==> config.mk <==
export PLATFORM = sky130hd
export DESIGN_NAME = hazard_forward_tracker
export DESIGN_NICKNAME = d
export VERILOG_FILES = /design/src/rtl/hazard_forward_tracker.sv
export SDC_FILE = /design/constraint.sdc
export NUM_CORES = 1
export LEC_CHECK = 0
export BUFFER_PORTS_ARGS = -buffer_cell sky130_fd_sc_hd__buf_2
export CORE_MARGIN = 8
export CORE_UTILIZATION = 50
export DETAILED_ROUTE_END_ITERATION = 10
export PLACE_DENSITY_LB_ADDON = 0.25
export SYNTH_ARGS = -nofsm -noshare
export SYNTH_HDL_FRONTEND = slang
export SYNTH_SLANG_ARGS = --single-unit
==> constraint.sdc <==
create_clock -name clk -period 2.1 [get_ports clk]
set_input_delay 0.42 -clock clk [delete_from_list [all_inputs] [get_ports clk]]
set_output_delay 0.42 -clock clk [all_outputs]
set_load 0.05 [all_outputs]
==> src/rtl/hazard_forward_tracker.sv <==
// Tracks destination tags of in-flight instructions from EX to WB and derives
// per-operand forwarding selects for EX plus the load-use stall for ID.
module hazard_forward_tracker #(
    parameter int NUM_SRC = 2,
    parameter int DEPTH   = 3,
    parameter int AW      = 5,
    parameter int SEL_W   = $clog2(DEPTH),
    parameter int RS_W    = 2
) (
    input  logic                     clk,
    input  logic                     reset,
    input  logic                     id_valid,
    input  logic [NUM_SRC*AW-1:0]    id_rs,
    input  logic [NUM_SRC-1:0]       id_rs_used,
    input  logic [AW-1:0]            id_rd,
    input  logic                     id_reg_write,
    input  logic [RS_W-1:0]          id_ready_stage,
    input  logic                     flush,
    output logic                     stall,
    output logic [NUM_SRC*SEL_W-1:0] fwd_sel,
    output logic                     fwd_err,
    output logic [31:0]              stall_count
);

    logic [DEPTH-1:0]           valid_q, valid_d;
    logic [DEPTH-1:0]           wr_q, wr_d;
    logic [DEPTH-1:0][AW-1:0]   rd_q, rd_d;
    logic [DEPTH-1:0][RS_W-1:0] rdy_q, rdy_d;
    logic [NUM_SRC*AW-1:0]      ex_rs_q, ex_rs_d;
    logic [NUM_SRC-1:0]         ex_used_q, ex_used_d;
    logic [31:0]                stall_count_q, stall_count_d;

    logic [DEPTH-1:0]   producer;
    logic [NUM_SRC-1:0] op_err;
    logic [NUM_SRC-1:0] op_stall;
    logic               load_ex;

    always_comb begin
        for (int k = 0; k < DEPTH; k++) begin
            producer[k] = valid_q[k] && wr_q[k] && (rd_q[k] != '0);
        end
    end

    // Scanning oldest to youngest lets the youngest matching producer win.
    always_comb begin
        fwd_sel = '0;
        op_err  = '0;
        for (int i = 0; i < NUM_SRC; i++) begin
            if (valid_q[0] && ex_used_q[i] && (ex_rs_q[i*AW +: AW] != '0)) begin
                for (int k = DEPTH - 1; k >= 1; k--) begin
                    if (producer[k] && (rd_q[k] == ex_rs_q[i*AW +: AW])) begin
                        fwd_sel[i*SEL_W +: SEL_W] = SEL_W'(k);
                        op_err[i]                 = (k < int'(rdy_q[k]));
                    end
                end
            end
        end
        fwd_err = |op_err;
    end

    // Only the youngest match decides, so an older ready copy cannot hide it.
    always_comb begin
        op_stall = '0;
        for (int i = 0; i < NUM_SRC; i++) begin
            if (id_valid && id_rs_used[i] && (id_rs[i*AW +: AW] != '0)) begin
                for (int k = DEPTH - 2; k >= 0; k--) begin
                    if (producer[k] && (rd_q[k] == id_rs[i*AW +: AW])) begin
                        op_stall[i] = ((k + 1) < int'(rdy_q[k]));
                    end
                end
            end
        end
        stall = (|op_stall) && !flush;
    end

    always_comb begin
        load_ex   = id_valid && !stall && !flush;
        valid_d   = {valid_q[DEPTH-2:0], load_ex};
        wr_d      = {wr_q[DEPTH-2:0], load_ex && id_reg_write};
        rd_d      = {rd_q[DEPTH-2:0], (load_ex ? id_rd : {AW{1'b0}})};
        rdy_d     = {rdy_q[DEPTH-2:0], (load_ex ? id_ready_stage : {RS_W{1'b0}})};
        ex_rs_d   = load_ex ? id_rs : '0;
        ex_used_d = load_ex ? id_rs_used : '0;
        stall_count_d = stall_count_q;
        if (stall && (stall_count_q != 32'hFFFF_FFFF)) begin
            stall_count_d = stall_count_q + 32'd1;
        end
    end

    always_ff @(posedge clk) begin
        if (reset) begin
            valid_q       <= '0;
            wr_q          <= '0;
            rd_q          <= '0;
            rdy_q         <= '0;
            ex_rs_q       <= '0;
            ex_used_q     <= '0;
            stall_count_q <= '0;
        end else begin
            valid_q       <= valid_d;
            wr_q          <= wr_d;
            rd_q          <= rd_d;
            rdy_q         <= rdy_d;
            ex_rs_q       <= ex_rs_d;
            ex_used_q     <= ex_used_d;
            stall_count_q <= stall_count_d;
        end
    end

    assign stall_count = stall_count_q;

endmodule

==> results.json <==
{
  "antenna_found_initial": 0,
  "routedWlPerCell_um": 17.07,
  "layout.cells.non_filler": 637,
  "vias": 3546,
  "diodes": 0,
  "critPathKind": "flip-flop to flip-flop",
  "drt_iter0_drc": 216,
  "gr-total-overflow": 0,
  "p_leak_nw": 2.278,
  "violations": "negative setup slack",
  "cts_tree": "yes",
  "synth_mux_area_share_pct": 5.377,
  "yosysTopAreaCellShare_pct": 40.46,
  "synth-compound-area-share_pct": 7.336,
  "synth_cell_types": 37,
  "ir_drop_v": 0.0003270,
  "die-area_um2": 9965,
  "first_pass_iters": 5,
  "place_area_um2": 4563,
  "startpoint": "rd_d[11]",
  "post-dp-hpwl_um": 7267,
  "syn_avg_cell_area_um2": 8.986,
  "grt_pass1_vias": 3512,
  "fin_ws_ns": -0.5417,
  "cts_sinks": 71,
  "layout-drive-gt1-share_pct": 46.95,
  "end_kind": "flip-flop",
  "core_area_um2": 6794,
  "drtAntennaViolNets": 0,
  "slew_viol_final": 0,
  "powerDensity_nw_per_um2": 509.8,
  "synth-seq-cells": 71,
  "yosysWarnings": 0,
  "area_growth_pct": 49.25,
  "io_buffers": 61,
  "cts_made_buffers": 9,
  "layout.nets": 561,
  "rows": 30,
  "syn_area_um2": 3513,
  "place_ws_ns": -0.3466,
  "syn_inst": 391,
  "relSlewSlack_pct": 76.87,
  "clk_pin_slew_ns": 0.08,
  "status": "finished, violations left",
  "r2r_start": "rd_d[11]",
  "clockBufferDepth": 2,
  "grt_max_degree": 20,
  "ys_seq_area_share_pct": 40.46,
  "fin_crit_sh_pct": 125.8,
  "setup_viol": 59,
  "track_usage_pct": 20.06,
  "final_area_um2": 5244,
  "start_util_pct": 51.71,
  "grt_pass1_wl_um": 16150,
  "clock-skew-final_ns": 0.007542,
  "drcViolationCount": 0,
  "hp-class": "input pin to flip-flop",
  "via_per_inst": 5.567,
  "yosysTopAreaCell": "dfxtp_1",
  "tightestPinTransition_ns": 0.3438,
  "arrival_ns": 2.88,
  "hp-start": "id_rd[3]",
  "fp.dieH_um": 99.83,
  "syn_nets": 416,
  "final_core_util_pct": 77.18,
  "h-tree-depth": 3,
  "wl_um": 10870,
  "synth_top_family_by_area": "simple AND/OR/NAND/NOR gates",
  "clk_latency_ns": 0.36,
  "r2r_setup_slack_ns": -0.54,
  "ioPinCount": 62,
  "crit_required_ns": 2.34,
  "rsz0062_at_grt": "yes",
  "max_clock_freq_mhz": 378.5,
  "synth.area.top_cells": "dfxtp_1, nor2b_1, xnor2_1",
  "finalHoldViolCount": 0,
  "worstSetupStartpointType": "flip-flop",
  "synthSimpleGateAreaFrac_pct": 32.44,
  "power_mw": 2.673,
  "place.gp.congestion": 0.8814,
  "numPlacedInstances": 606,
  "synthXorXnorAreaFrac_pct": 10.22,
  "maxCapViolCount": 0,
  "fin_hold_ws_ns": 0.2606,
  "synthAdderAreaFrac_pct": 0.3561,
  "die_w_um": 99.83,
  "cts_root_buffer": "clkbuf_8",
  "finalSetupTns_ns": -22.11,
  "period_needed_ns": 2.642,
  "critPathMaxFanout": 8
}
==> state kept, by name (all words and copies together) (netlist names) <==
| name | cells |
|---|---|
| stall_count | 32 |
| wr_q | 3 |
| ex_rs_q | 10 |
| rdy_d | 4 |
| ex_used_q | 2 |
| valid_q | 3 |
| rdy_q | 2 |
| rd_d | 10 |
| rd_q | 5 |
==> worst paths after layout <==
kind                     end  depth (start not counted)
min                  rd_d[8]                          2
max          stall_count[11]                         10
max reg2reg  stall_count[11]                         10
min reg2reg         rdy_d[4]                          1
==> cell usage in the layout (no fill, tap or decap), types with 3 or more instances in the layout <==
cell type	instances
nand2_1	15
nor4b_2	4
buf_2	55
buf_8	5
nor3_1	11
or4_1	8
dfxtp_4	10
and4_1	3
clkbuf_16	4
nand4_1	17
nor2b_1	33
buf_4	80
a21oi_1	4
or3_1	4
dfxtp_1	46
o31ai_1	6
and2_1	23
or4_4	11
a21oi_2	10
dfxtp_2	15
xnor2_2	3
and3_1	3
xor2_1	20
nand3_1	15
clkbuf_8	9
inv_1	4
o21ai_2	4
xnor2_1	18
mux2_1	12
or3_4	4
o211ai_1	6
o21ai_0	4
buf_6	14
nor4_1	4
nor2_1	25
==> cell type report <==
cell class / count / area, um2
Clock buffer: 11 / 173.9
Clock inverter: 5 / 36.28
Fill cell: 423 / 1550
Inverter: 4 / 15.01
Multi-Input combinational cell: 293 / 2235
Sequential cell: 71 / 1478
Tap cell: 96 / 120.1
Timing Repair Buffer: 157 / 1186
==> worst max-delay path: stages (launching register included) <==
cell and delay, ns:
dfxtp_1 0.35, or4_4 0.57, o21bai_4 0.15, nor4_2 0.07, mux2_4 0.30, buf_6 0.12, a22oi_2 0.26, buf_4 0.18
buf_8 0.14, nor4_1 0.06, mux2_1 0.32
==> cells in the mapped netlist (all sizes together) <==
cell     instances
and2            23
nor4b            7
dfxtp           71
nor2            28
nand2           16
nor3            13
ha               1
inv              4
mux2            15
a22oi            1
nor4             7
nand4           17
mux2i            2
buf             13
or4             19
nor2b           34
clkbuf          10
nand3           15
and4             3
o31ai            8
xor2            20
a21oi           14
o21ai           10
o21bai           1
o211ai           6
and3             3
or3              8
o2bb2ai          1
xnor2           21
==> metal layers <==
metal | up-vias | GRT usage, % | routed length, um
li1 | 1672 | - | -
met1 | 1692 | 24.47 | 4512
met2 | 151 | 32.02 | 5287
met3 | 31 | 4.775 | 756
met4 | 0 | 10.48 | 316
met5 | - | 0 | 0
==> where the power goes <==
group          switching, mW  internal [mW]
clock network          0.541          0.575
logic                  0.106         0.0905
registers             0.0128           1.35
==> logic make-up (layout without fill, tap and decap cells) <==
family	count (synthesis)	after routing
AO/OA/AOI/OAI	41	41
XOR/XNOR	41	41
adder cells (fa/ha/maj)	1	1
buffers and inverters	27	177
flip-flops	71	71
multiplexers	17	17
AND/OR/NAND/NOR	193	193
==> what timing repair did <==
item | CTS | global route
setup buffers | 4 | 9
endpoints found under the setup margin | 59 | 59
hold buffers | 0 | 0
gates cloned | 2 | 1
gates resized for setup | 19 | 59
pin swaps | 4 | 24
(Power assumes the default switching activity.)
